===== src/rtl/branch_pkg.sv =====
// Shared branch definitions: kind codes, default queue depth and
// small arithmetic helpers used by the decoder and the resolve block.
package branch_pkg;

  localparam int DEPTH_DEF = 4;

  typedef enum logic [2:0] {
    K_BEQ    = 3'd0,
    K_BGEZ   = 3'd1,
    K_BGEZAL = 3'd2,
    K_BGTZ   = 3'd3,
    K_BLEZ   = 3'd4,
    K_BLTZ   = 3'd5,
    K_BLTZAL = 3'd6,
    K_RSVD   = 3'd7
  } br_kind_e;

  // Link-writing kinds deposit pc+8 into the link register.
  function automatic logic is_link(input logic [2:0] kind);
    logic r;
    case (kind)
      K_BGEZAL: r = 1'b1;
      K_BLTZAL: r = 1'b1;
      default:  r = 1'b0;
    endcase
    return r;
  endfunction

  // Taken target: pc + 4 + sign-extended word offset, wrapping at 2^32.
  function automatic logic [31:0] br_target(input logic [31:0] pc,
                                            input logic [15:0] off);
    return pc + 32'd4 + {{14{off[15]}}, off, 2'b00};
  endfunction

endpackage


===== src/rtl/branch_cond.sv =====
// Pure combinational branch condition evaluation (signed compares).
import branch_pkg::*;

module branch_cond (
  input  logic [2:0]  i_kind,
  input  logic [31:0] i_rs,
  input  logic [31:0] i_rt,
  output logic        o_taken
);

  logic w_rs_neg;
  logic w_rs_zero;

  assign w_rs_neg  = i_rs[31];
  assign w_rs_zero = (i_rs == 32'd0);

  // Select the outcome for the branch kind; reserved code never branches.
  always_comb begin
    o_taken = 1'b0;
    case (i_kind)
      K_BEQ:    o_taken = (i_rs == i_rt);
      K_BGEZ:   o_taken = ~w_rs_neg;
      K_BGEZAL: o_taken = ~w_rs_neg;
      K_BGTZ:   o_taken = ~w_rs_neg & ~w_rs_zero;
      K_BLEZ:   o_taken = w_rs_neg | w_rs_zero;
      K_BLTZ:   o_taken = w_rs_neg;
      K_BLTZAL: o_taken = w_rs_neg;
      default:  o_taken = 1'b0;
    endcase
  end

endmodule


===== src/rtl/branch_resolve.sv =====
// In-order branch resolution queue: allocates decoded branches, collects
// operands out of order, resolves the head one per cycle and raises a
// redirect + flush on mispredict.
import branch_pkg::*;

module branch_resolve #(
  parameter int DEPTH = DEPTH_DEF
) (
  input  logic                     clk,
  input  logic                     rst,
  input  logic                     in_valid,
  output logic                     in_ready,
  input  logic [2:0]               in_kind,
  input  logic [31:0]              in_pc,
  input  logic [15:0]              in_offset,
  input  logic                     in_pred_taken,
  output logic [$clog2(DEPTH)-1:0] in_tag,
  input  logic                     opnd_valid,
  input  logic [$clog2(DEPTH)-1:0] opnd_tag,
  input  logic [31:0]              opnd_rs,
  input  logic [31:0]              opnd_rt,
  output logic                     res_valid,
  output logic [$clog2(DEPTH)-1:0] res_tag,
  output logic                     res_taken,
  output logic [31:0]              res_link,
  output logic                     res_link_we,
  output logic                     redir_valid,
  input  logic                     redir_ready,
  output logic [31:0]              redir_pc,
  output logic                     flush
);

  localparam int TW = $clog2(DEPTH);
  localparam logic [TW:0] LP_DEPTH = DEPTH[TW:0];

  // Per-entry state
  logic [DEPTH-1:0] r_vld;
  logic [DEPTH-1:0] r_opv;
  logic [2:0]       r_kind [DEPTH];
  logic [31:0]      r_pc   [DEPTH];
  logic [15:0]      r_off  [DEPTH];
  logic             r_pred [DEPTH];
  logic [31:0]      r_rs   [DEPTH];
  logic [31:0]      r_rt   [DEPTH];

  logic [TW-1:0] r_head;
  logic [TW-1:0] r_tail;
  logic [TW:0]   r_count;

  logic          r_res_valid;
  logic [TW-1:0] r_res_tag;
  logic          r_res_taken;
  logic [31:0]   r_res_link;
  logic          r_res_link_we;
  logic          r_redir_valid;
  logic [31:0]   r_redir_pc;
  logic          r_flush;

  logic w_accept;
  logic w_resolve;
  logic w_handshake;
  logic w_opnd_ok;
  logic w_taken;

  assign in_ready    = (r_count < LP_DEPTH) & ~r_redir_valid;
  assign in_tag      = r_tail;
  assign w_accept    = in_valid & in_ready;
  assign w_handshake = r_redir_valid & redir_ready;
  assign w_resolve   = r_vld[r_head] & r_opv[r_head] & ~r_redir_valid;
  // Operands arriving while the queue is being squashed belong to dead ops.
  assign w_opnd_ok   = opnd_valid & r_vld[opnd_tag] & ~w_handshake & ~r_flush;

  branch_cond u_cond (
    .i_kind  (r_kind[r_head]),
    .i_rs    (r_rs[r_head]),
    .i_rt    (r_rt[r_head]),
    .o_taken (w_taken)
  );

  // Entry payload storage; contents are only meaningful under r_vld/r_opv.
  always_ff @(posedge clk) begin
    if (w_accept) begin
      r_kind[r_tail] <= in_kind;
      r_pc[r_tail]   <= in_pc;
      r_off[r_tail]  <= in_offset;
      r_pred[r_tail] <= in_pred_taken;
    end
    if (w_opnd_ok) begin
      r_rs[opnd_tag] <= opnd_rs;
      r_rt[opnd_tag] <= opnd_rt;
    end
  end

  // Queue bookkeeping: allocate at tail, pop at head, squash on redirect.
  always_ff @(posedge clk or posedge rst) begin
    if (rst) begin
      r_vld   <= '0;
      r_opv   <= '0;
      r_head  <= '0;
      r_tail  <= '0;
      r_count <= '0;
    end else if (w_handshake) begin
      r_vld   <= '0;
      r_opv   <= '0;
      r_head  <= '0;
      r_tail  <= '0;
      r_count <= '0;
    end else begin
      if (w_accept) begin
        r_vld[r_tail] <= 1'b1;
        r_opv[r_tail] <= 1'b0;
        r_tail        <= r_tail + TW'(1);
      end
      if (w_opnd_ok) begin
        r_opv[opnd_tag] <= 1'b1;
      end
      // Pop after the operand write so a late redelivery cannot revive it.
      if (w_resolve) begin
        r_vld[r_head] <= 1'b0;
        r_opv[r_head] <= 1'b0;
        r_head        <= r_head + TW'(1);
      end
      r_count <= r_count + (TW+1)'(w_accept) - (TW+1)'(w_resolve);
    end
  end

  // Registered resolution results and redirect/flush handshake.
  always_ff @(posedge clk or posedge rst) begin
    if (rst) begin
      r_res_valid   <= 1'b0;
      r_res_tag     <= '0;
      r_res_taken   <= 1'b0;
      r_res_link    <= 32'd0;
      r_res_link_we <= 1'b0;
      r_redir_valid <= 1'b0;
      r_redir_pc    <= 32'd0;
      r_flush       <= 1'b0;
    end else begin
      r_res_valid <= w_resolve;
      r_flush     <= w_handshake;
      if (w_resolve) begin
        r_res_tag     <= r_head;
        r_res_taken   <= w_taken;
        r_res_link    <= r_pc[r_head] + 32'd8;
        r_res_link_we <= is_link(r_kind[r_head]);
      end
      if (w_resolve && (w_taken != r_pred[r_head])) begin
        r_redir_valid <= 1'b1;
        r_redir_pc    <= w_taken ? br_target(r_pc[r_head], r_off[r_head])
                                 : (r_pc[r_head] + 32'd8);
      end else if (w_handshake) begin
        r_redir_valid <= 1'b0;
      end
    end
  end

  assign res_valid   = r_res_valid;
  assign res_tag     = r_res_tag;
  assign res_taken   = r_res_taken;
  assign res_link    = r_res_link;
  assign res_link_we = r_res_link_we;
  assign redir_valid = r_redir_valid;
  assign redir_pc    = r_redir_pc;
  assign flush       = r_flush;

endmodule


===== config.mk =====
export PLATFORM = sky130hd
export DESIGN_NAME = branch_resolve
export DESIGN_NICKNAME = d
export VERILOG_FILES = /design/src/rtl/branch_pkg.sv /design/src/rtl/branch_cond.sv /design/src/rtl/branch_resolve.sv
export SDC_FILE = /design/constraint.sdc
export NUM_CORES = 1
export LEC_CHECK = 0
export CORE_ASPECT_RATIO = 0.75
export CORE_MARGIN = 8
export CORE_UTILIZATION = 60
export DETAILED_ROUTE_END_ITERATION = 6
export GPL_TIMING_DRIVEN = 0
export HOLD_SLACK_MARGIN = 0.02
export PLACE_DENSITY = 0.92
export SLEW_MARGIN = 10
export SYNTH_ARGS = -nofsm -noshare
export SYNTH_HDL_FRONTEND = slang
export SYNTH_SLANG_ARGS = --single-unit

===== constraint.sdc =====
create_clock -name clk -period 13.49 [get_ports clk]
set_input_delay 1.349 -clock clk [delete_from_list [all_inputs] [get_ports clk]]
set_output_delay 1.349 -clock clk [all_outputs]
set_load 0.005 [all_outputs]

==> results of run 1 <==
==> cells by family after synthesis <==
logic type	count (synthesis)	synth area share, %
flops	550	69.1
simple gates	278	5.64
compound gates	163	5.09
mux	120	11.4
xor+xnor	90	3.39
buf+inv	80	1.55
fa+ha+maj	70	3.83
==> layer usage <==
| layer | vias to the layer above | GRT usage [%] | share of wire [%] |
|---|---|---|---|
| met2 | 898 | 40.9 | 48 |
| met5 | - | 0 | 0.11 |
| met3 | 131 | 6.65 | 11 |
| met4 | 10 | 8.82 | 2.8 |
| li1 | 5875 | - | - |
| met1 | 7077 | 35.3 | 39 |
==> worst max path at each step <==
stage | from | cells after the start | to | slack [ns]
3_5_place_dp | r_head[0]$_DFFE_PP0P_ | 19 | redir_pc[29]$_DFFE_PP0P_ | 6.55
5_1_grt | r_head[0]$_DFFE_PP0P_ | 19 | redir_pc[29]$_DFFE_PP0P_ | 5.90
2_1_floorplan | r_head[0]$_DFFE_PP0P_ | 19 | redir_pc[29]$_DFFE_PP0P_ | 8.03
4_1_cts | r_head[0]$_DFFE_PP0P_ | 19 | redir_pc[29]$_DFFE_PP0P_ | 6.44
3_3_place_gp | r_head[0]$_DFFE_PP0P_ | 19 | redir_pc[29]$_DFFE_PP0P_ | 6.68
6_report | r_head[0]$_DFFE_PP0P_ | 19 | redir_pc[29]$_DFFE_PP0P_ | 6.29
==> report_power, final <==
part / switching [uW] / internal (uW)
logic: 1790 / 1260
clock network: 602 / 746
registers: 122 / 2110
==> state kept, by name, summed over array words and instances (netlist names), 2 cells and up <==
name and count:
r_pred 4, r_kind 12, res_link 32, redir_pc 32, r_opv 4, r_vld 4
in_tag 2, r_rt 128, r_count 3, r_pc 128, r_rs 128, r_off 64
res_tag 2, r_head 2
==> area by class of cell <==
class	count	area share, %
diodes	8	0.0725
flip-flops and latches	550	58.3
plain buffers	51	0.911
repair buffers	202	7.68
clock inverters	25	0.770
well taps	512	2.32
inverters	29	0.431
clock buffers	63	4.75
multi-input cells	721	24.8
==> cell usage after synthesis, types with 5 or more instances <==
cell type | number | area [sq um]
clkbuf_1 | 16 | 60.1
nand3_1 | 12 | 60.1
nor3_1 | 5 | 25.0
nand2_1 | 111 | 417
buf_1 | 8 | 30.0
o21a_1 | 5 | 37.5
and4_1 | 8 | 70.1
o22ai_1 | 25 | 156
ha_1 | 68 | 851
xor2_1 | 44 | 385
edfxtp_1 | 464 | 13900
a21o_1 | 6 | 45.0
and3_1 | 11 | 68.8
nand4_1 | 10 | 62.6
and2_1 | 10 | 62.6
o221a_1 | 12 | 135
buf_2 | 18 | 90.1
nand2b_1 | 6 | 37.5
a221oi_2 | 6 | 90.1
xnor2_1 | 46 | 403
a221oi_1 | 6 | 52.6
nor2_1 | 75 | 282
a21oi_1 | 31 | 155
a211oi_1 | 15 | 113
mux4_2 | 116 | 2610
dfrtp_1 | 86 | 2150
o21ai_0 | 23 | 115
inv_1 | 27 | 101
nor4_1 | 15 | 93.8
o21bai_1 | 5 | 37.5
buf_4 | 8 | 60.1
==> stage by stage <==
| step | power (uW) | cell area, sq um |
|---|---|---|
| after floorplan | 4210 | 23300 |
| after global placement | 5110 | 25900 |
| after detailed placement | 5210 | 26100 |
| after CTS | 6580 | 27600 |
| after global routing | 6920 | 27600 |
| final | 6640 | 27600 |
==> cell usage in the layout, fill, tap and decap left out, types with 8 or more instances in the layout <==
cell type        instances
and2_1                  10
o22ai_1                 25
nor2_1                  75
clkbuf_16               50
buf_2                   18
clkdlybuf4s50_1        196
xnor2_1                 46
xor2_1                  44
a21oi_1                 31
clkinv_1                10
buf_4                    8
clkinv_2                 8
o21ai_0                 23
nor4_1                  15
a211oi_1                15
mux4_2                 116
diode_2                  8
clkbuf_1                28
o221a_1                 12
edfxtp_1               464
nand2_1                111
buf_1                    8
dfrtp_1                 86
inv_1                   22
nand3_1                 12
nand4_1                 10
ha_1                    68
and3_1                   9
==> worst min-delay path, cell delays in order (launching register included) <==
cell and delay, ns:
dfrtp_1 0.34, nand2_1 0.05, nand2_1 0.06
==> qor.yml, run 1 <==
clock_network:
  clk_pin_slew_worst_paths_ns: 0.07
  cts_buffer_depth: 3
  htreeDepth: 2
  clock_sinks: 550
  cts_tree: "done"
  cts_hold_buf: 0
  root_buffer: "clkbuf_16"
  post-cts-setup-buffer-count: 0
  cts_buffers: 49
  cts_resized: 0
  clk-insertion-delay-late_ns: 0.58
critical_path:
  cp_num_buf_inv: 6
  critPathCaptureType: "register"
  startpoint_type: "register"
  cp_cell_sequence: "buf_2 -> buf_4 -> buf_4 -> buf_4 -> buf_2 -> buf_1 -> mux4_2 -> ha_1 -> ha_1 -> fa_1 -> a211oi_1 -> o211ai_1 -> or4b_2 -> a211oi_1 -> o21a_1 -> a2111oi_0 -> o31ai_1 -> xnor2_1 -> o221ai_1"
  slowest_stage: "buf_1"
  crit_type: "register to register"
  reg2regPathDepth: 19
  rr_startpoint: "r_head[0]$_DFFE_PP0P_"
  path_max_fanout: 10
  crit_path_frequent_cell: "buf_4"
  r2r_end: "redir_pc[29]$_DFFE_PP0P_"
  worstPathRequired_ns: 13.93
  r2r_slack_ns: 6.29
  worstPathArrival_ns: 7.64
  cp_slowest_stage_delay_ns: 0.79
  critPathTopFamily: "compound AO/OA/AOI/OAI gates"
timing:
  rsz0062_at_grt: "no"
  slew_headroom_pct: 30.4
  setup-tns-final_ns: 0
  finClkSkew_ns: 0.0236
  hold_violations: 0
  fin_crit_ns: 7.20
  fin_crit_sh_pct: 53.4
  setup_viol: 0
  worst_slew_pin_slew_ns: 1.04
  fmax_mhz: 139
  setup_ws_ns: 6.29
  drv_slew: 0
  hold_slack_ns: 0.477
logic_synthesis:
  ys_types: 63
  synth_edf_count: 464
  syn_area_sq_um: 23300
  syn_area_per_cell_sq_um: 17.2
  synthCells: 1351
  seq_area_frac_synth_pct: 69.1
  synth_ff_type: "edfxtp_1"
  synthArstFlopShare_pct: 15.6
  synth_seq_cells: 550
  synth_warnings: 0
  synth_nets: 1544
finish:
  stdcell_count: 2161
  multiInputGateArea_sq_um: 6850
  drive_above_1_share_pct: 14.6
  nFillCells: 2163
  regArea_sq_um: 16100
  final_nets: 1797
  final_util_pct: 72.2
  syn2layout_area_growth_pct: 18.6
grt:
  antenna_found_initial: 12
  grt_use_total_pct: 26.0
  grt_pass1_wl_um: 89200
  grt_pass1_vias: 14176
  grt_overflow: 0
  grt_max_degree: 66
power_and_ir_drop:
  leakage_uw: 0.00954
  power_density_nw_per_um2: 240
  ir_drop_mv: 0.160
status:
  outcome: "finished, violations left"
  violations: "DRC"
routing:
  vias_per_cell: 6.47
  avgRoutedWirePerCell_um: 27.9
  drt_first_pass_iters: 7
  drc: 1
  routed_wl_um: 60300
  drtAntennaViolNets: 0
  vias: 13991
  first_iter_violations: 1884
floorplanning:
  die_h_um: 187
  io_pins: 197
  dieWidth_um: 243
  start_util_pct: 60.9
  die-area_sq_um: 45400
  rows: 62
  coreArea_sq_um: 38200
place:
  dp.final_hpwl_um: 41300
  placed_cells: 2065
  numPortBuffers: 196
  place.gp.congestion: 0.967
  pre_cts_ws_ns: 6.55
worst_hold_path:
  hold_start: "res_link[19]$_DFFE_PP0P_"
  hold_path_class: "register to register"
  holdPathEnd: "res_link[19]$_DFFE_PP0P_"
  holdPathStages: 2
job:
  cap_violations: 0
Note: power is estimated with default switching activity, not from simulation.
==> run 2, diff against run 1 <==
CORE_UTILIZATION = 52   (was 60)
PLACE_DENSITY = 0.86   (was 0.92)
clock period = 6 ns   (was 13.49 ns; I/O delays follow)
==> run 2 against run 1 <==
The flow now finishes without violations. Sequential power grew 120%. Critical path depth shrank 2. Hold slack lost 0.14 ns. Fmax grew 26%. Critical endpoint unchanged.
==> qor.yml, run 2 (synthesis gave the netlist of run 1 again) <==
status:
  outcome: "completed"
floorplanning:
  die-area_sq_um: 51900
  dieWidth_um: 260
  start_util_pct: 52.4
  coreArea_sq_um: 44400
  io_pins: 197
  die_h_um: 199
  rows: 67
finish:
  top_regs: "r_pc x128, r_rs x128, r_rt x128"
  syn2layout_area_growth_pct: 19.2
  final_util_pct: 62.5
  layout_commonest_cell: "edfxtp_1"
  final_cell_mix: "edfxtp_1 (464), clkdlybuf4s50_1 (196), mux4_2 (116)"
  final_nets: 1797
  drive_above_1_share_pct: 15.1
critical_path:
  rr_startpoint: "r_head[1]$_DFFE_PP0P_"
  path_max_fanout: 10
  r2r_end: "redir_pc[29]$_DFFE_PP0P_"
  r2r_slack_ns: 0.29
  critPathCaptureType: "register"
  startpoint_type: "register"
  reg2regPathDepth: 17
  worstPathRequired_ns: 6.47
  crit_type: "register to register"
  worstPathArrival_ns: 6.18
routing:
  routed_wl_um: 58200
  vias_per_cell: 6.02
  drc: 0
  vias: 13449
  avgRoutedWirePerCell_um: 26.0
  drtAntennaViolNets: 0
  first_iter_violations: 1440
  drt_first_pass_iters: 5
place:
  pre_cts_ws_ns: -0.999
  numPortBuffers: 196
  place.gp.congestion: 0.923
  dp.final_hpwl_um: 40900
grt:
  grt_max_degree: 65
  antenna_found_initial: 14
  grt_use_total_pct: 22.2
  grt_pass1_vias: 13586
  grt_overflow: 0
  grt_pass1_wl_um: 85500
job:
  cap_violations: 0
timing:
  setup_ws_ns: 0.290
  worst_slew_pin_slew_ns: 0.964
  rsz0062_at_grt: "no"
  slew_headroom_pct: 35.2
  fin_crit_ns: 5.71
  drv_slew: 0
  hold_violations: 0
  setup_viol: 0
  fin_crit_sh_pct: 95.2
  fmax_mhz: 175
  finClkSkew_ns: 0.0219
clock_network:
  clk-insertion-delay-late_ns: 0.60
  cts_hold_buf: 0
  clock_sinks: 550
  root_buffer: "clkbuf_16"
  cts_buffer_depth: 3
  htreeDepth: 2
  cts_buffers: 51
  cts_tree: "done"
  clk_pin_slew_worst_paths_ns: 0.06
  post-cts-setup-buffer-count: 0
power_and_ir_drop:
  ir_drop_mv: 0.281
  p_comb_share_pct: 45.5
  switchingPower_uw: 5540
  internal_power_uw: 9280
  power_density_nw_per_um2: 534
  leakage_uw: 0.00956
  sw_frac_of_total_pct: 37.4
  clkPwrFrac_pct: 20.7
  seqPwrFrac_pct: 33.8
worst_hold_path:
  hold_path_class: "input port to asynchronous set/reset pin"
-- run 2: worst max-delay path: stages, from the launching register on --
cell       delay (ns)
dfrtp_1          0.48
buf_2            0.31
clkbuf_4         0.31
buf_2            0.30
clkbuf_4         0.32
clkbuf_4         0.31
mux4_2           0.33
ha_1             0.37
ha_1             0.41
o211ai_1         0.21
o211ai_1         0.24
or4b_2           0.68
a211oi_1         0.26
o21a_1           0.25
a2111oi_2        0.11
o31ai_1          0.32
xnor2_1          0.18
o221ai_1         0.12
-- run 2: layout make-up --
cell class	instances	area (sq um)
well taps	586	733
clock buffers	62	1340
fillers	3037	16700
diodes	4	10.0
flip-flops and latches	550	16100
clock inverters	31	226
multi-input cells	721	6860
repair buffers	201	2100
inverters	29	121
plain buffers	50	273
-- run 2: worst max path at each step --
stage | startpoint | end | slack [ns] | cells after the start
after floorplan | r_head[0]$_DFFE_PP0P_ | redir_pc[29]$_DFFE_PP0P_ | 0.54 | 19
after global placement | r_head[0]$_DFFE_PP0P_ | redir_pc[29]$_DFFE_PP0P_ | -0.95 | 19
after detailed placement | r_head[0]$_DFFE_PP0P_ | redir_pc[29]$_DFFE_PP0P_ | -1.0 | 19
after CTS | r_head[1]$_DFFE_PP0P_ | redir_pc[29]$_DFFE_PP0P_ | 0.12 | 18
after global routing | r_head[0]$_DFFE_PP0P_ | redir_pc[29]$_DFFE_PP0P_ | 0.05 | 18
final | r_head[1]$_DFFE_PP0P_ | redir_pc[29]$_DFFE_PP0P_ | 0.29 | 17
-- run 2: repair_timing --
item | CTS | global route
resized for setup | 15 | 5
gates cloned | 0 | 0
endpoints found under the setup margin | 16 | 2
-- run 2: power by group through the flow --
stage | sequential [uW] | combinational, uW | clock (uW)
3_3_place_gp | 5080 | 6450 | 0
6_report | 5010 | 6740 | 3070
4_1_cts | 5010 | 6680 | 3110
5_1_grt | 5050 | 7300 | 3250
2_1_floorplan | 5010 | 4460 | 0
3_5_place_dp | 5090 | 6590 | 0
-- run 2: per-layer routing --
layer	part of all wire, %	up-vias	wire [um]	track usage (%)
li1	-	5866	-	-
met1	41	6859	23900	31.1
met2	46	595	27000	33.5
met3	9.7	109	5660	6.16
met4	2.6	20	1530	7.45
met5	0.22	-	127	0
-- run 2: stage by stage --
stage	hold slack (ns)	cells	total power [uW]	cell area, sq um	setup TNS (ns)
2_1_floorplan	0.470	1351	9470	23300	0
3_3_place_gp	0.464	2133	11500	26000	-4.61
3_5_place_dp	0.467	2138	11700	26100	-5.78
4_1_cts	0.319	2230	14800	27700	0
5_1_grt	0.364	2234	15600	27700	0
6_report	0.334	2234	14800	27700	0
